==> src/rtl/spi_reg_bank_ctrl_if.sv <==
// Byte-level link between the SPI slave shift stage and the register-bank controller.
// Both sides run on sclk. The slave drives the rx side, and the controller drives the tx/bank side.
interface spi_reg_bank_ctrl_if #(
  parameter int NUM_REGS = 8,
  parameter int ADDR_W   = 3
);
  logic                  slave_select;
  logic [7:0]            rx_byte;
  logic                  rx_valid;
  logic [7:0]            tx_byte;
  logic [NUM_REGS*8-1:0] reg_flat;
  logic                  wr_strobe;
  logic [ADDR_W-1:0]     wr_addr;
  logic                  frame_err;
  logic [7:0]            byte_cnt;

  modport master (
    output slave_select, rx_byte, rx_valid,
    input  tx_byte, reg_flat, wr_strobe, wr_addr, frame_err, byte_cnt
  );

  modport slave (
    input  slave_select, rx_byte, rx_valid,
    output tx_byte, reg_flat, wr_strobe, wr_addr, frame_err, byte_cnt
  );
endinterface

==> src/rtl/spi_reg_bank_ctrl.sv <==
// SPI command/data frame decoder and register bank. A write reaches tx_byte in 2 cycles. There is no backpressure: each rx_valid byte is consumed.
// Optional SPI_REG_WRITE_PROTECT_EN: reg[0] bit0 locks writes to every address except 0.
module spi_reg_bank_ctrl #(
  parameter int         NUM_REGS  = 8,
  parameter int         ADDR_W    = 3,
  parameter logic [7:0] RESET_VAL = 8'h00
) (
  input  logic               sclk,
  input  logic               reset,
  spi_reg_bank_ctrl_if.slave bus
);

  typedef enum logic [1:0] {IDLE, CMD, WRITE, DRAIN} state_t;

  state_t                     state;
  logic [NUM_REGS-1:0][7:0]   regs;
  logic [ADDR_W-1:0]          rd_addr;
  logic [ADDR_W-1:0]          addr_ptr;
  logic                       ss_q;
  logic [7:0]                 tx_byte;
  logic                       wr_strobe;
  logic [ADDR_W-1:0]          wr_addr;
  logic                       frame_err;
  logic [7:0]                 byte_cnt;

  logic                       addr_bad;
  logic [ADDR_W-1:0]          cmd_addr;
  logic [ADDR_W-1:0]          ptr_next;
  logic [7:0]                 cnt_next;
  logic                       wr_lock;

  always_comb begin
    addr_bad = {1'b0, bus.rx_byte[6:0]} >= 8'(NUM_REGS);
    cmd_addr = bus.rx_byte[ADDR_W-1:0];
    ptr_next = (addr_ptr == ADDR_W'(NUM_REGS - 1)) ? '0 : addr_ptr + 1'b1;
    cnt_next = (byte_cnt == 8'hFF) ? 8'hFF : byte_cnt + 8'd1;
`ifdef SPI_REG_WRITE_PROTECT_EN
    wr_lock  = regs[0][0] && (addr_ptr != '0);
`else
    wr_lock  = 1'b0;
`endif
  end

  // A new frame starts only on a 1->0 slave_select edge. After a mid-frame reset, a held-low select stays idle.
  always_ff @(posedge sclk) begin
    if (reset) begin
      state     <= IDLE;
      regs      <= {NUM_REGS{RESET_VAL}};
      tx_byte   <= RESET_VAL;
      wr_strobe <= 1'b0;
      wr_addr   <= '0;
      frame_err <= 1'b0;
      byte_cnt  <= 8'd0;
      rd_addr   <= '0;
      addr_ptr  <= '0;
      ss_q      <= 1'b0;
    end else begin
      ss_q      <= bus.slave_select;
      wr_strobe <= 1'b0;
      tx_byte   <= regs[rd_addr];
      case (state)
        IDLE: begin
          if (!bus.slave_select && ss_q) begin
            state    <= CMD;
            byte_cnt <= 8'd0;
          end
        end
        CMD: begin
          if (bus.rx_valid) begin
            byte_cnt <= cnt_next;
            if (addr_bad) begin
              frame_err <= 1'b1;
              state     <= DRAIN;
            end else if (bus.rx_byte[7]) begin
              rd_addr <= cmd_addr;
              state   <= DRAIN;
            end else begin
              addr_ptr <= cmd_addr;
              state    <= WRITE;
            end
          end
        end
        WRITE: begin
          if (bus.rx_valid) begin
            byte_cnt <= cnt_next;
            if (wr_lock) begin
              frame_err <= 1'b1;
              state     <= DRAIN;
            end else begin
              regs[addr_ptr] <= bus.rx_byte;
              wr_strobe      <= 1'b1;
              wr_addr        <= addr_ptr;
              addr_ptr       <= ptr_next;
            end
          end
        end
        DRAIN: begin
          if (bus.rx_valid) byte_cnt <= cnt_next;
        end
        default: state <= IDLE;
      endcase
      // A byte arriving with the deselect edge has already been handled above.
      if (bus.slave_select && state != IDLE) state <= IDLE;
    end
  end

  assign bus.tx_byte   = tx_byte;
  assign bus.reg_flat  = regs;
  assign bus.wr_strobe = wr_strobe;
  assign bus.wr_addr   = wr_addr;
  assign bus.frame_err = frame_err;
  assign bus.byte_cnt  = byte_cnt;

endmodule

==> src/flat_wrapper.sv <==
// flat-port wrapper written by rule: the top's interface ports become plain ports
module spi_reg_bank_ctrl_flat 
#(
  parameter int         NUM_REGS  = 8,
  parameter int         ADDR_W    = 3,
  parameter logic [7:0] RESET_VAL = 8'h00
)
  (sclk, reset, bus_slave_select, bus_rx_byte, bus_rx_valid, bus_tx_byte, bus_reg_flat, bus_wr_strobe, bus_wr_addr, bus_frame_err, bus_byte_cnt);
  spi_reg_bank_ctrl_if #(.NUM_REGS(NUM_REGS), .ADDR_W(ADDR_W)) bus_i ();
  input  logic sclk;
  input  logic reset;
  input wire logic [$bits(bus_i.slave_select)-1:0] bus_slave_select;
  input wire logic [$bits(bus_i.rx_byte)-1:0] bus_rx_byte;
  input wire logic [$bits(bus_i.rx_valid)-1:0] bus_rx_valid;
  output wire logic [$bits(bus_i.tx_byte)-1:0] bus_tx_byte;
  output wire logic [$bits(bus_i.reg_flat)-1:0] bus_reg_flat;
  output wire logic [$bits(bus_i.wr_strobe)-1:0] bus_wr_strobe;
  output wire logic [$bits(bus_i.wr_addr)-1:0] bus_wr_addr;
  output wire logic [$bits(bus_i.frame_err)-1:0] bus_frame_err;
  output wire logic [$bits(bus_i.byte_cnt)-1:0] bus_byte_cnt;
  assign bus_i.slave_select = bus_slave_select;
  assign bus_i.rx_byte = bus_rx_byte;
  assign bus_i.rx_valid = bus_rx_valid;
  assign bus_tx_byte = bus_i.tx_byte;
  assign bus_reg_flat = bus_i.reg_flat;
  assign bus_wr_strobe = bus_i.wr_strobe;
  assign bus_wr_addr = bus_i.wr_addr;
  assign bus_frame_err = bus_i.frame_err;
  assign bus_byte_cnt = bus_i.byte_cnt;
  spi_reg_bank_ctrl #(.NUM_REGS(NUM_REGS), .ADDR_W(ADDR_W), .RESET_VAL(RESET_VAL)) u_core (.sclk(sclk), .reset(reset), .bus(bus_i));
endmodule
==> config.mk <==
export PLATFORM = sky130hd
export DESIGN_NAME = spi_reg_bank_ctrl_flat
export DESIGN_NICKNAME = d
export VERILOG_FILES = /design/src/rtl/spi_reg_bank_ctrl_if.sv /design/src/rtl/spi_reg_bank_ctrl.sv /design/src/flat_wrapper.sv
export SDC_FILE = /design/constraint.sdc
export NUM_CORES = 1
export LEC_CHECK = 0
export CAP_MARGIN = 40
export CORE_UTILIZATION = 40
export CTS_BUF_LIST = sky130_fd_sc_hd__clkbuf_16
export CTS_CLUSTER_DIAMETER = 50
export DETAILED_ROUTE_END_ITERATION = 10
export PLACE_DENSITY_LB_ADDON = 0.1
export SLEW_MARGIN = 20
export SYNTH_ARGS = -nofsm -noshare
export SYNTH_HDL_FRONTEND = slang
export SYNTH_SLANG_ARGS = --single-unit
==> constraint.sdc <==
create_clock -name sclk -period 2.1 [get_ports sclk]
set_clock_uncertainty 0.05 [all_clocks]
set_input_delay 0.42 -clock sclk [delete_from_list [all_inputs] [get_ports sclk]]
set_output_delay 0.42 -clock sclk [all_outputs]
set_load 0.005 [all_outputs]
# After elaboration in Yosys (flattened, before gate mapping)
# Cells that the tools add are included.
classes:
  add_sub_neg: 2
  n_lt_le_gt_ge: 4
  n_eq_ne: 11
  mux: 21
  n_bitwise: 2
  n_reduce_logical: 17
op_table:
  columns: ["operator", "n"]
  rows:
  - ["64-bit bitwise mux", 1]
  - ["8-bit two-way mux", 5]
  - ["8-bit binary-select mux with 3-bit select", 1]
  - ["8-bit demux with 3-bit select", 1]
  - ["8-bit case mux with 2 select lines", 1]
  - ["3-bit two-way mux", 5]
  - ["8-bit by 1-bit adder with 8-bit output, second input constant", 1]
  - ["8-bit equality test, second input constant", 1]
  - ["3-bit by 4-bit less-than comparator with 1-bit output, second input constant", 2]
  - ["2-bit inequality test, second input constant", 4]
  - ["7-bit by 4-bit >= comparator with 1-bit output, second input constant", 1]
  - ["2-bit two-way mux", 3]
  - ["3-bit case mux with 2 select lines", 1]
  - ["3-bit AND reduction", 2]
  - ["2-bit nonzero test", 3]
  - ["5-bit AND reduction", 1]
  - ["2-bit equality test, second input constant", 2]
  - ["2-bit by 1-bit inequality test with 1-bit output, second input constant", 2]
  - ["2-bit case mux with 2 select lines", 1]
  - ["2-bit AND reduction", 2]
  - ["4-bit AND reduction", 1]
  - ["2-bit OR reduction", 2]
  - ["3-bit by 1-bit adder with 3-bit output, second input constant", 1]
  - ["3-bit equality test, second input constant", 1]
  - ["8 further kinds", 12]
totals:
  register_bits: 94
  inputBits: 12
  out_inout_bits: 85
  wordCells: 74

# Longest topological paths before layout
logic_depth:
  depth_word: 5
  mapped_depth: 6
  ltp_nobuf: 5

# Worst setup path before layout
# No wires, ideal clock.
synth_timing:
  path_type: "input -> register"
  startpoint: "input bus_rx_byte[4]"
  endpoint: "register u_core.rd_addr[0]"
  setup_time_ns: 0.128
  arrival_time_ns: 1.626
  required_ns: 1.922
  setup_slack_ns: 0.296
  stages: 5
  path_buffers: 1
  cell_sequence: "buf_2 or4_4 nor3b_4 mux2i_1 nor2_1"
synth_via:
  elab_chain_cells: 3
synth_lines:
  columns: ["element", "line_no", "text"]
  rows:
  - ["from (decl)", "flat_wrapper.sv:13", "input wire logic [$bits(bus_i.rx_byte)-1:0] bus_rx_byte;"]
  - ["7-bit by 4-bit >= comparator with 1-bit output", "spi_reg_bank_ctrl.sv:33", "addr_bad = {1'b0, bus.rx_byte[6:0]} >= 8'(NUM_REGS);"]
  - ["1-bit NOT (no line)", null, null]
  - ["4-bit AND reduction (no line)", null, null]
  - ["to (signal assigned)", "spi_reg_bank_ctrl.sv:75", "rd_addr <= cmd_addr;"]
  - ["to (decl)", "spi_reg_bank_ctrl.sv:17", "logic [ADDR_W-1:0] rd_addr;"]
# Every way passes these cells.
# A chain may end at the register's enable or synchronous reset.

# Final worst setup path
layout_timing:
  startpoint: "input bus_rx_byte[3]"
  endpoint: "register u_core.rd_addr[1]"
# Same word-level chain as after synthesis.

==> summary.md <==
| Metric | Value |
|---|---|
| Seq cells post-synth | 94 |
| Cell Pwr Density | 647.1 nW/µm² |
| Global route overflow | 0 |
| Hold_buf cts | 0 |
| Worst-Margin Slew | 748.1 ps |
| Initial DRC count | 187 |
| Critical path launch point type | input port |
| Synth area leader | dfxtp_1 |
| Final setup viols | 0 |
| Ys flop type | dfxtp_1 |
| Synth top area share | 47.01% |
| RSZ-0062 raised after global routing | no |
| Pin count of the biggest net entering global routing | 43 |
| Postcts setup bufs | 0 |
| Peak supply drop | 0.3634 mV |
| Slowest CP cell | or4_4 |
| Row cnt | 36 |
| Number of global-route vias before repair | 3229 |
| Max-slew violations | 0 |
| Synth cell types | 41 |
| Area Overhead vs Synth | 36.82% |
| Worst hold margin | 415.0 ps |
| Initial antenna violation count | 0 |
| Routability cong. | 0.8024 |
| Starting density of the core | 41.14% |
| Worst setup EP type | register |
| Resized Gates After CTS | 0 |
| CP Max Fanout | 3 |
| Logic pwr share | 3.8% |
| Register area | 1882 µm² |
| Area of the core | 9729 µm² |
| Die area | 10410 µm² |
| Vias | 3449 |
| Fraction of registers with async set/reset | 0% |
| Part of the power in registers | 50.5% |
| Total GRT Usage | 22.36% |
| Total clock sinks | 94 |
| Average size of a mapped cell | 9.440 µm² |
| Final worst slack | 156.2 ps |
| Multi-input logic area | 1948 µm² |
| Post-synthesis cell area | 4003 µm² |
| H-tree levels | 3 |
| Synth area leaders | dfxtp_1 47%, mux2i_1 9.5%, mux4_2 9.0% |
| Buf/Inv on CP | 1 |
| Die H | 102.0 µm |
| Routed wire length | 11260 µm |
| Worst path required time | 2270 ps |
| Syn nets | 439 |
| Detail Route Antenna Nets | 0 |
| Pint | 2.680 mW |
| Switching power | 0.8644 mW |
| CTS tree | built |
| Max transition margin | 49.94% |
| Clock Path Buffers | 2 |
| Final hold vios | 0 |
| I/O pins | 97 |
| Synth Warn # | 0 |
| TritonRoute pass-1 iters | 4 |
| Later-pin clock latency in the skew report | 340 ps |
| Critical Path Max Stage Delay | 620 ps |
| Design Power | 3.544 mW |
| # DRC | 0 |
| Clock power share | 45.7% |
| Setup TNS Final | 0 ps |
| DIE WIDTH | 102.0 µm |
| WL/cell | 17.06 µm |
| Fin crit share | 92.56% |
| CP top delay family | simple AND/OR/NAND/NOR gates |
| Vias per cell | 5.226 |
| Syn Inst Count | 424 |
| Layout fillers | 898 |
| Fin area | 5477 µm² |
| Min cycle time layout | 1944 ps |
| Post-DP Area | 5175 µm² |
| Clock transition at the registers of the reported paths | 70 ps |
| # nets final | 537 |
| CTS Root Cell | clkbuf_16 |
| Critical path class | input port to register |
| Diodes inserted | 0 |
| Register area share after synthesis | 47.01% |
| Global-route wire length before repair | 17280 µm |
| Crit path DAT | 2110 ps |
| Worst min path class | register to register |
| CP Cell Sequence | clkdlybuf4s50_1 > or4_4 > nor3b_4 > mux2i_1 > nor2_1 |
| Status | finished, final reports clean |
| Sw Share | 24.39% |
| DP Wirelength | 8154 µm |
| Max Freq | 0.5145 GHz |
| Post-synth EDFFs | 0 |
| Port bufs | 96 |
| CTS Buf Count | 9 |
| Share of cells above drive strength 1 | 12.52% |
| Worst slack, placed | -181.7 ps |
| Leakage power | 1.994 nW |
| MaxCap Viol Count | 0 |
power groups by stage:
| stage | Sequential, mW | Combinational [mW] | Clock (mW) |
|---|---|---|---|
| 2_1_floorplan | 1.83 | 0.0735 | 0 |
| 3_3_place_gp | 1.83 | 0.135 | 0 |
| 3_5_place_dp | 1.83 | 0.134 | 0 |
| 4_1_cts | 1.79 | 0.134 | 1.65 |
| 5_1_grt | 1.79 | 0.144 | 1.71 |
| 6_report | 1.79 | 0.134 | 1.62 |
cells by family after synthesis:
group                    Yosys count  synth area share [%]
AND/OR/NAND/NOR                  158                 18.22
flip-flops                        94                 47.01
AO/OA/AOI/OAI                     77                 11.00
multiplexers                      54                 18.51
buffers and inverters             38                 4.314
adder cells (fa/ha/maj)            3                0.9379
sequential cells by signal, indices dropped and copies added (netlist names), 2 cells and up:
| name | flops |
|---|---|
| u_core.bus.wr_addr | 3 |
| u_core.state | 2 |
| u_core.rd_addr | 3 |
| u_core.addr_ptr | 3 |
| u_core.bus.byte_cnt | 8 |
| u_core.bus.reg_flat | 64 |
| u_core.bus.tx_byte | 8 |
metal layers:
layer | GRT usage [%] | vias to the layer above | wire length, µm
met5 | 0 | - | 0
met4 | 7.582 | 0 | 181
met3 | 3.146 | 14 | 598
met2 | 37.27 | 120 | 5415
met1 | 29.84 | 1640 | 5067
li1 | - | 1675 | -
Yosys cell counts (all sizes together), types with 2 or more instances:
| cell type | number |
|---|---|
| and3b | 2 |
| nand2 | 62 |
| dfxtp | 94 |
| nand4 | 2 |
| mux2i | 38 |
| nor2b | 5 |
| ha | 3 |
| a21oi | 47 |
| inv | 2 |
| nor3 | 5 |
| a22o | 8 |
| nand3 | 12 |
| and2 | 2 |
| clkbuf | 18 |
| nor2 | 53 |
| nor3b | 3 |
| nand3b | 3 |
| o21ai | 16 |
| mux4 | 16 |
| buf | 18 |
| a211oi | 3 |
final cells by class:
| class | count | share of cell area, % |
|---|---|---|
| Timing Repair Buffer | 123 | 21.38 |
| Inverter | 2 | 0.1371 |
| Clock inverter | 7 | 1.394 |
| Tap cell | 133 | 3.039 |
| Clock buffer | 9 | 4.112 |
| Multi-Input combinational cell | 292 | 35.57 |
| Sequential cell | 94 | 34.36 |
worst paths after layout:
| path | depth (start not counted) | slack, ps | to | startpoint |
|---|---|---|---|---|
| min reg2reg | 2 | 420 | u_core.bus.wr_addr[1]$_SDFFE_PP0P_ | u_core.bus.wr_addr[1]$_SDFFE_PP0P_ |
| max reg2reg | 4 | 220 | u_core.bus.reg_flat[1]$_SDFFE_PP0P_ | u_core.addr_ptr[0]$_SDFFE_PP0P_ |
| min | 2 | 420 | u_core.bus.wr_addr[1]$_SDFFE_PP0P_ | u_core.bus.wr_addr[1]$_SDFFE_PP0P_ |
| max | 5 | 160 | u_core.rd_addr[1]$_SDFFE_PP0P_ | bus_rx_byte[3] |
metrics by stage:
step,instances,util [%]
final,660,56.29
after global routing,660,56.29
after CTS,660,56.29
after detailed placement,644,53.19
after global placement,644,53.19
after floorplan,424,-
worst reg2reg max path: stages (launching register included):
cell,delay (ps)
dfxtp_1,440
nor2_1,630
nand2_1,410
nand2_1,170
a21oi_1,80
placed cells by master (no fill, tap or decap), types with 2 or more instances in the layout:
cell	Yosys	final
nand4_1	2	2
mux2i_1	38	38
nand3_1	12	12
nor2b_1	5	5
clkbuf_16	0	9
o21ai_0	15	15
a22o_1	8	8
buf_4	1	26
nand2_1	62	62
a21oi_1	47	47
clkdlybuf4s50_1	0	95
mux4_2	16	16
inv_1	2	2
and3b_1	2	2
dfxtp_1	94	94
nor2_1	53	53
nand3b_1	3	3
inv_8	0	3
clkinv_4	0	3
nor3b_1	2	2
a211oi_1	3	3
ha_1	3	3
nor3_1	4	4
No activity file was read; power rests on OpenSTA's default activity.
